### config.mk
export PLATFORM = sky130hd
export DESIGN_NAME = alu_reservation_station
export DESIGN_NICKNAME = d
export VERILOG_FILES = /design/src/rtl/alu_reservation_station.sv
export SDC_FILE = /design/constraint.sdc
export NUM_CORES = 1
export LEC_CHECK = 0
export BUFFER_PORTS_ARGS = -buffer_cell sky130_fd_sc_hd__buf_2
export CORE_AREA = 2 2 160 162
export CTS_CLUSTER_DIAMETER = 50
export DETAILED_ROUTE_END_ITERATION = 16
export DIE_AREA = 0 0 162 164
export PLACE_DENSITY_LB_ADDON = 0.12
export SYNTH_ARGS = -nofsm -noshare
export SYNTH_HDL_FRONTEND = slang
export SYNTH_SLANG_ARGS = --single-unit
### constraint.sdc
create_clock -name clk -period 2.3 [get_ports clk]
set_input_delay 0.345 -clock clk [delete_from_list [all_inputs] [get_ports clk]]
set_output_delay 0.345 -clock clk [all_outputs]
set_load 0.02 [all_outputs]
### src/rtl/alu_reservation_station.sv
// alu_reservation_station: holds ALU ops until operands are ready, issues one at a time, retires on CDB finish.
// Ports: clk/rst; dispatch (dispValid, dispOp, dispTag, dispJ/K Rdy/Val/Tag), full;
// issue (issueValid, issueRSNum, issueOp, issueA, issueB, issueTag);
// CDB (cdbFinish, cdbRSNum, cdbTag, cdbData).
module alu_reservation_station #(
  parameter int ENTRIES = 4,
  parameter int RS_W    = 2,
  parameter int TAG_W   = 4,
  parameter int DATA_W  = 32,
  parameter int OP_W    = 5
) (
  input  logic              clk,
  input  logic              rst,
  input  logic              dispValid,
  input  logic [OP_W-1:0]   dispOp,
  input  logic [TAG_W-1:0]  dispTag,
  input  logic              dispJRdy,
  input  logic              dispKRdy,
  input  logic [DATA_W-1:0] dispJVal,
  input  logic [DATA_W-1:0] dispKVal,
  input  logic [TAG_W-1:0]  dispJTag,
  input  logic [TAG_W-1:0]  dispKTag,
  output logic              full,
  output logic              issueValid,
  output logic [RS_W-1:0]   issueRSNum,
  output logic [OP_W-1:0]   issueOp,
  output logic [DATA_W-1:0] issueA,
  output logic [DATA_W-1:0] issueB,
  output logic [TAG_W-1:0]  issueTag,
  input  logic              cdbFinish,
  input  logic [RS_W-1:0]   cdbRSNum,
  input  logic [TAG_W-1:0]  cdbTag,
  input  logic [DATA_W-1:0] cdbData
);
  typedef enum logic [1:0] {FREE, WAIT, READY, ISSUED} st_t;
  st_t  [ENTRIES-1:0]             st_q, st_d;
  logic [ENTRIES-1:0][OP_W-1:0]   op_q, op_d;
  logic [ENTRIES-1:0][TAG_W-1:0]  tag_q, tag_d, jt_q, jt_d, kt_q, kt_d;
  logic [ENTRIES-1:0][DATA_W-1:0] jv_q, jv_d, kv_q, kv_d;
  logic [ENTRIES-1:0]             jr_q, jr_d, kr_q, kr_d;
  logic                           idle_q, idle_d;
  logic [RS_W-1:0]                free_idx, sel_idx;
  logic                           any_ready;
  logic                           jr_new, kr_new;
  logic [DATA_W-1:0]              jv_new, kv_new;
  // Descending scan leaves the lowest matching index selected.
  always_comb begin
    free_idx = '0;
    sel_idx = '0;
    any_ready = 1'b0;
    full = 1'b1;
    for (int i = ENTRIES - 1; i >= 0; i--) begin
      if (st_q[i] == FREE) begin
        free_idx = RS_W'(i);
        full = 1'b0;
      end
      if (st_q[i] == READY) begin
        sel_idx = RS_W'(i);
        any_ready = 1'b1;
      end
    end
  end
  assign issueValid = idle_q && any_ready;
  assign issueRSNum = issueValid ? sel_idx : '0;
  assign issueOp    = issueValid ? op_q[sel_idx] : '0;
  assign issueA     = issueValid ? jv_q[sel_idx] : '0;
  assign issueB     = issueValid ? kv_q[sel_idx] : '0;
  assign issueTag   = issueValid ? tag_q[sel_idx] : '0;
  // A pending operand whose producer broadcasts in the dispatch cycle is captured directly.
  assign jr_new = dispJRdy || (cdbFinish && dispJTag == cdbTag);
  assign kr_new = dispKRdy || (cdbFinish && dispKTag == cdbTag);
  assign jv_new = dispJRdy ? dispJVal : cdbData;
  assign kv_new = dispKRdy ? dispKVal : cdbData;
  always_comb begin
    st_d = st_q;
    op_d = op_q;
    tag_d = tag_q;
    jt_d = jt_q;
    kt_d = kt_q;
    jv_d = jv_q;
    kv_d = kv_q;
    jr_d = jr_q;
    kr_d = kr_q;
    idle_d = idle_q;
    for (int i = 0; i < ENTRIES; i++) begin
      if (cdbFinish && st_q[i] == WAIT) begin
        if (!jr_q[i] && jt_q[i] == cdbTag) begin
          jr_d[i] = 1'b1;
          jv_d[i] = cdbData;
        end
        if (!kr_q[i] && kt_q[i] == cdbTag) begin
          kr_d[i] = 1'b1;
          kv_d[i] = cdbData;
        end
        if (jr_d[i] && kr_d[i]) st_d[i] = READY;
      end
    end
    if (issueValid) begin
      st_d[sel_idx] = ISSUED;
      idle_d = 1'b0;
    end
    // Finishes for slots not in ISSUED (e.g. discarded by reset) only wake operands.
    if (cdbFinish && st_q[cdbRSNum] == ISSUED) begin
      st_d[cdbRSNum] = FREE;
      idle_d = 1'b1;
    end
    if (dispValid && !full) begin
      st_d[free_idx] = (jr_new && kr_new) ? READY : WAIT;
      op_d[free_idx] = dispOp;
      tag_d[free_idx] = dispTag;
      jt_d[free_idx] = dispJTag;
      kt_d[free_idx] = dispKTag;
      jr_d[free_idx] = jr_new;
      kr_d[free_idx] = kr_new;
      jv_d[free_idx] = jv_new;
      kv_d[free_idx] = kv_new;
    end
  end
  always_ff @(posedge clk) begin
    if (rst) begin
      for (int i = 0; i < ENTRIES; i++) st_q[i] <= FREE;
      idle_q <= 1'b1;
    end else begin
      st_q <= st_d;
      idle_q <= idle_d;
    end
  end
  always_ff @(posedge clk) begin
    op_q <= op_d;
    tag_q <= tag_d;
    jt_q <= jt_d;
    kt_q <= kt_d;
    jv_q <= jv_d;
    kv_q <= kv_d;
    jr_q <= jr_d;
    kr_q <= kr_d;
  end
endmodule

==> results of run 1 <==
## power by group through the flow
stage,Clock (W),Combinational [W],Sequential (W)
after floorplan,0,0.00273,0.00882
after global placement,0,0.00387,0.00905
after detailed placement,0,0.00404,0.00911
after CTS,0.00584,0.00443,0.00901
after global routing,0.00609,0.00529,0.00927
final,0.00584,0.00488,0.00910
## flip-flops by register name, summed over array words and instances (netlist names)
signal / cells
st_q: 8
jr_q: 4
kr_q: 4
idle_q: 1
kt_q: 16
jv_q: 128
tag_q: 16
jt_q: 16
op_q: 20
kv_q: 128
## metal layers
| layer | up-vias | routed length, um | global-route usage |
|---|---|---|---|
| li1 | 6226 | - | - |
| met1 | 6676 | 19100 | 0.469 |
| met2 | 1170 | 23500 | 0.581 |
| met3 | 242 | 6740 | 0.0856 |
| met4 | 4 | 2560 | 0.185 |
| met5 | - | 27 | 0 |
## worst reg2reg max path: cells and delay by family (launching register included)
family	cells	cell delay [ns]
AO/OA/AOI/OAI	2	1.05
AND/OR/NAND/NOR	2	0.48
flip-flops	1	0.36
buffers and inverters	2	0.18
## path summary, 6_finish.rpt
path	end	slack, ns
setup / recovery	issueA[12]	-0.28
hold reg to reg	jv_q[14]	0.49
setup reg to reg	kv_q[6]	0.14
hold / removal	op_q[15]	0.04
## through the flow
step	hold slack [ns]	TNS [ns]	worst slack, ns	instance area [um^2]
final	0.0416	-13.48	-0.284	18300
after detailed placement	0.480	-0.0258	-0.0150	16000
after CTS	0.0305	-10.75	-0.207	17900
after global routing	0.0435	-17.61	-0.316	18300
after floorplan	0.444	0	0.144	14000
after global placement	0.469	0	0.0834	16000
## layout by cell type (no fill, tap or decap), types with 39 or more instances in the layout
cell         n
dfxtp_1    265
nand2_1     73
clkbuf_16   42
buf_4       93
edfxtp_1    68
buf_2      132
inv_1       43
a21oi_1    170
nor2_1     269
a21oi_2     39
a222oi_1    73
o22ai_1    256
## synthesized netlist by cell type (3+ instances only)
cell	number	area share
nand4_1	8	0.0036
buf_2	28	0.010
o31ai_1	6	0.0032
buf_4	3	0.0016
dfxtp_1	273	0.39
o32ai_1	10	0.0062
nand2_1	92	0.025
o21a_1	4	0.0021
nand3b_1	4	0.0021
nand3_1	4	0.0014
xor2_1	6	0.0037
a222oi_1	73	0.052
a31oi_1	4	0.0018
nand2b_1	4	0.0018
xnor2_1	34	0.021
a21oi_1	209	0.075
o22ai_1	256	0.11
edfxtp_1	68	0.15
o21ai_0	8	0.0029
buf_1	5	0.0013
nor2_1	272	0.073
clkbuf_1	81	0.022
o211ai_1	5	0.0027
buf_6	7	0.0056
inv_1	44	0.012
## final cells by class
type / instances / area share
sequential: 341 / 0.411
multi-input combinational: 1034 / 0.345
timing repair buffer: 297 / 0.149
clock buffer: 53 / 0.0571
tap: 330 / 0.0225
inverter: 46 / 0.00942
clock inverter: 8 / 0.00649
antenna: 1 / 0.000137
## timing repair
action | 4_1_cts | 5_1_grt
pin swaps | 46 | 46
cloned | 8 | 8
setup endpoints to repair | 74 | 106
buffers inserted | 7 | 4
gates resized for setup | 125 | 75
## logic make-up after synthesis
family                    Yosys count  synth area share
and+or+nand+nor                   399             0.114
buffers and inverters             170            0.0525
AOI/OAI and AO/OA                 594             0.273
DFF                               341             0.535
xor gates and xnor gates           40            0.0250
==> impl_metrics.tcl, run 1 <==
set metrics [dict create \
    worstMarginPinSlew_ns 0.948 \
    fmax_mhz 387 \
    period_share 1.12 \
    clock_latency_ns 0.52 \
    firstDrtPassIters 11 \
    grt_pass1_vias 13703 \
    grt_max_degree 37 \
    syn2layout_area_growth_pct 30.6 \
    path_delay_family "compound AO/OA/AOI/OAI gates" \
    arrival_ns 2.24 \
    wl_per_cell_um 24.6 \
    violations "setup timing" \
    grt_overflow 0 \
    layout_setup_ws_ns -0.284 \
    drt-total-wl_um 51900 \
    layout.nets 1882 \
    antenna_found_initial 4 \
    ff_latch_area_mm2 0.00753 \
    setup_violations 74 \
    vias 14318 \
    multi_input_comb_area_mm2 0.00632 \
    drive_gt1_frac 0.250 \
    std_cell_rows 58 \
    utilization 0.738 \
    report.final.slew_viol_count 0 \
    sw_frac_of_total 0.314 \
    start_util 0.565 \
    hold_path_depth 1 \
    die_area_mm2 0.0266 \
    finalPower_w 0.0198 \
    ys.flop_type "dfxtp_1" \
    crit_slowest_cell "a222oi_1" \
    max_stage_delay_ns 0.54 \
    boundaryPins 202 \
    syn-num-nets 1669 \
    required_ns 1.96 \
    holdBufCountCts 0 \
    gp_congestion 0.941 \
    start_kind "flop" \
    final.min_clock_period_ns 2.58 \
    ys_seq_area_frac 0.535 \
    core_area_mm2 0.0248 \
    die_height_um 164 \
    finClkSkew_ns 0.0146 \
    setup.worst_path.end_class "primary output" \
    ir_drop_uv 706 \
    status "finished, violations left" \
    synth_edf_count 68 \
    synth_area_mm2 0.0140 \
    cp-startpoint "st_q[2]" \
    drtIter0Drc 2359 \
    io_buffers 201 \
    cp.buffers_inverters 2 \
    power_leakage_nw 7.43 \
    ys_warn_count 0 \
    hold_class "in -> reg" \
    async_flop_share 0 \
    cap_violations 0 \
    switchingPower_w 0.00621 \
    synth.avg_cell_area_um2 9.09 \
    synth_seq_cells 341 \
    clock_sink_count 341 \
    power_frac_clock 0.295 \
    rsz0062_at_grt "yes" \
    synthCells 1544 \
    via_per_inst 6.79 \
    ctsRootBufferMaster "clkbuf_16" \
    yosysUniqueCellTypes 54 \
    rr_worst_depth 6 \
    worstReg2RegStart "st_q[1]" \
    crit_chain "nand2b_4 -> nand2_4 -> nor2_4 -> buf_12 -> a222oi_1 -> a21oi_1 -> buf_4" \
    pwr-share-comb 0.246 \
    grt_usage 0.365 \
    dpl.hpwl_um 29200 \
    grt_pass1_wl_um 75700 \
    tritoncts "done" \
    cts_max_level 2 \
    crit_type "reg -> out" \
    relSlewSlack 0.368 \
    p_int_w 0.0136 \
    worst-path-stages 7 \
    numCtsBuffers 37 \
    dp.cells 2021 \
    drc 0 \
    nFillCells 1805 \
    stdcell_count 2110 \
    hold_viol_final 0 \
    worstHoldStart "dispOp[0]" \
    clockBufferDepth 3 \
    p_per_area_mw_per_mm2 1080 \
    clk_pin_slew_ns 0.06 \
    crit_fanout 14 \
    seqPwrFrac 0.459 \
    ant_nets 0 \
    dieWidth_um 162 \
]
(Power assumes the default switching activity.)
==> run 2, diff against run 1 <==
--- a/config.mk
+++ b/config.mk
@@ -6,10 +6,12 @@
 export NUM_CORES = 1
 export LEC_CHECK = 0
 export BUFFER_PORTS_ARGS = -buffer_cell sky130_fd_sc_hd__buf_2
-export CORE_AREA = 2 2 160 162
+export CELL_PAD_IN_SITES_DETAIL_PLACEMENT = 1
+export CELL_PAD_IN_SITES_GLOBAL_PLACEMENT = 2
+export CORE_AREA = 2 2 204 206
 export CTS_CLUSTER_DIAMETER = 50
 export DETAILED_ROUTE_END_ITERATION = 16
-export DIE_AREA = 0 0 162 164
+export DIE_AREA = 0 0 206 208
 export PLACE_DENSITY_LB_ADDON = 0.12
 export SYNTH_ARGS = -nofsm -noshare
 export SYNTH_HDL_FRONTEND = slang
==> run 2 against run 1 <==
- the run still ends with setup timing left
- fmax decreased by 3.3%
- combinational power increased by 5.5%
- worst hold slack got worse by 0.021 ns
- worst setup slack got worse by 0.087 ns
- core utilization decreased by 25 points
- final area increased by 7.0%
- routed wire length increased by 21%
- critical path type unchanged
- highest routed layer unchanged
==> impl_metrics.tcl, run 2 (synthesis gave the netlist of run 1 again) <==
set metrics [dict create \
    io_buffers 201 \
    cts_max_level 2 \
    cap_violations 0 \
    multi_input_comb_area_mm2 0.00627 \
    relSlewSlack 0.473 \
    grt_usage 0.287 \
    p_per_area_mw_per_mm2 1100 \
    stdcell_count 2378 \
    ctsRootBufferMaster "clkbuf_16" \
    ant_nets 0 \
    hold_class "in -> reg" \
    antenna_found_initial 8 \
    setup.worst_path.end_class "primary output" \
    ff_latch_area_mm2 0.00752 \
    period_share 1.16 \
    drt-total-wl_um 63100 \
    grt_max_degree 40 \
    drive_gt1_frac 0.272 \
    final_cell_mix "nor2_1 (270), dfxtp_1 (266), o22ai_1 (256), a21oi_1 (156), buf_2 (128)" \
    worstReg2RegStart "st_q[2]" \
    pwr-share-comb 0.238 \
    drtIter0Drc 1138 \
    gp_congestion 0.801 \
    finClkSkew_ns 0.0162 \
    syn2layout_area_growth_pct 39.8 \
    std_cell_rows 74 \
    wl_per_cell_um 26.5 \
    dpl.hpwl_um 36400 \
    hold_viol_final 0 \
    required_ns 1.96 \
    setup_violations 74 \
    tritoncts "done" \
    grt_overflow 0 \
    via_per_inst 5.91 \
    clockBufferDepth 3 \
    status "finished, violations left" \
    nFillCells 4542 \
    ir_drop_uv 633 \
    sw_frac_of_total 0.321 \
    rr_worst_depth 8 \
    start_kind "flop" \
    drc 0 \
    clock_latency_ns 0.59 \
    power_leakage_nw 7.92 \
    crit_fanout 7 \
    layout_setup_ws_ns -0.371 \
    worstHoldStart "dispJTag[0]" \
    start_util 0.346 \
    cp-startpoint "st_q[4]" \
    clock_sink_count 341 \
    hold_path_depth 1 \
    place_ws_ns 0.119 \
    layout.nets 1930 \
    violations "setup timing" \
    p_int_w 0.0147 \
    worstMarginPinSlew_ns 0.790 \
    report.final.slew_viol_count 0 \
    power_frac_clock 0.343 \
    crit_type "reg -> out" \
    die_area_mm2 0.0428 \
    arrival_ns 2.33 \
    boundaryPins 202 \
    clk_pin_slew_ns 0.06 \
    grt_pass1_vias 14567 \
    firstDrtPassIters 8 \
    final_common_cell "nor2_1" \
    numCtsBuffers 47 \
    reg_top3 "jv_q: 128 flops, kv_q: 128 flops, op_q: 20 flops" \
    switchingPower_w 0.00695 \
    fmax_mhz 374 \
    final.min_clock_period_ns 2.67 \
    dieWidth_um 206 \
    die_height_um 208 \
    core_area_mm2 0.0406 \
    rsz0062_at_grt "yes" \
    seqPwrFrac 0.419 \
    grt_pass1_wl_um 92500 \
    vias 14063 \
    dp.cells 2232 \
    finalSetupTns_ns -22.34 \
    utilization 0.484 \
]
run 2: cell types whose count changed in the layout (fill, tap and decap cells not counted), sizes merged:
cell	change
buf	+27
dlygate4sd3	+12
inv	+9
clkinv	+8
clkbuf	+5
clkinvlp	+3
diode	+3
a31oi	-1
bufbuf	-1
bufinv	+1
run 2: area by class of cell:
class                      instances  share of cell area
antenna                            4            0.000510
clock buffer                      57              0.0650
clock inverter                    29              0.0158
inverter                          46             0.00893
multi-input combinational       1033               0.320
sequential                       341               0.384
tap                              532              0.0339
timing repair buffer             336               0.173
run 2: stage by stage:
step,cell area (um^2),hold slack [ns],power [W]
2_1_floorplan,14000,0.444,0.0116
3_5_place_dp,16400,0.483,0.0134
3_3_place_gp,16400,0.469,0.0132
6_report,19600,0.0208,0.0217
5_1_grt,19600,0.0130,0.0227
4_1_cts,19100,0.00117,0.0214
run 2: critical path, stage by stage (launching register included):
cell       delay [ns]
dfxtp_1          0.33
nand2b_4         0.13
o21ai_0          0.07
buf_4            0.16
o21ai_4          0.19
buf_12           0.20
buf_12           0.13
clkbuf_16        0.15
nand2_1          0.07
a21oi_2          0.17
buf_6            0.14
run 2: repair_timing:
| item | CTS | global route |
|---|---|---|
| endpoints found under the hold margin | 48 | 0 |
| gates cloned | 17 | 6 |
| gates resized for setup | 128 | 98 |
| hold buffers | 12 | 0 |
| endpoints found under the setup margin | 74 | 74 |
| buffers inserted | 21 | 4 |
| pin swaps | 71 | 76 |
run 2: power groups by stage:
| stage | Combinational, W | Sequential, W | Clock [W] |
|---|---|---|---|
| floorplan | 0.00273 | 0.00882 | 0 |
| global placement | 0.00408 | 0.00909 | 0 |
| detailed placement | 0.00424 | 0.00914 | 0 |
| CTS | 0.00485 | 0.00904 | 0.00752 |
| global route | 0.00564 | 0.00929 | 0.00778 |
| finish | 0.00515 | 0.00908 | 0.00742 |
run 2: path summary, 6_finish.rpt:
path	end	slack, ns
max	issueA[30]	-0.37
min	jt_q[12]	0.02
max reg2reg	kv_q[118]	0.11
min reg2reg	kv_q[26]	0.49
run 2: metal layers:
layer  vias up  track usage  wire [um]
li1       6344            -          -
met1      7119        0.364      26500
met2       477        0.480      30600
met3       113       0.0594       4090
met4        10        0.103       1860
met5         -            0         69
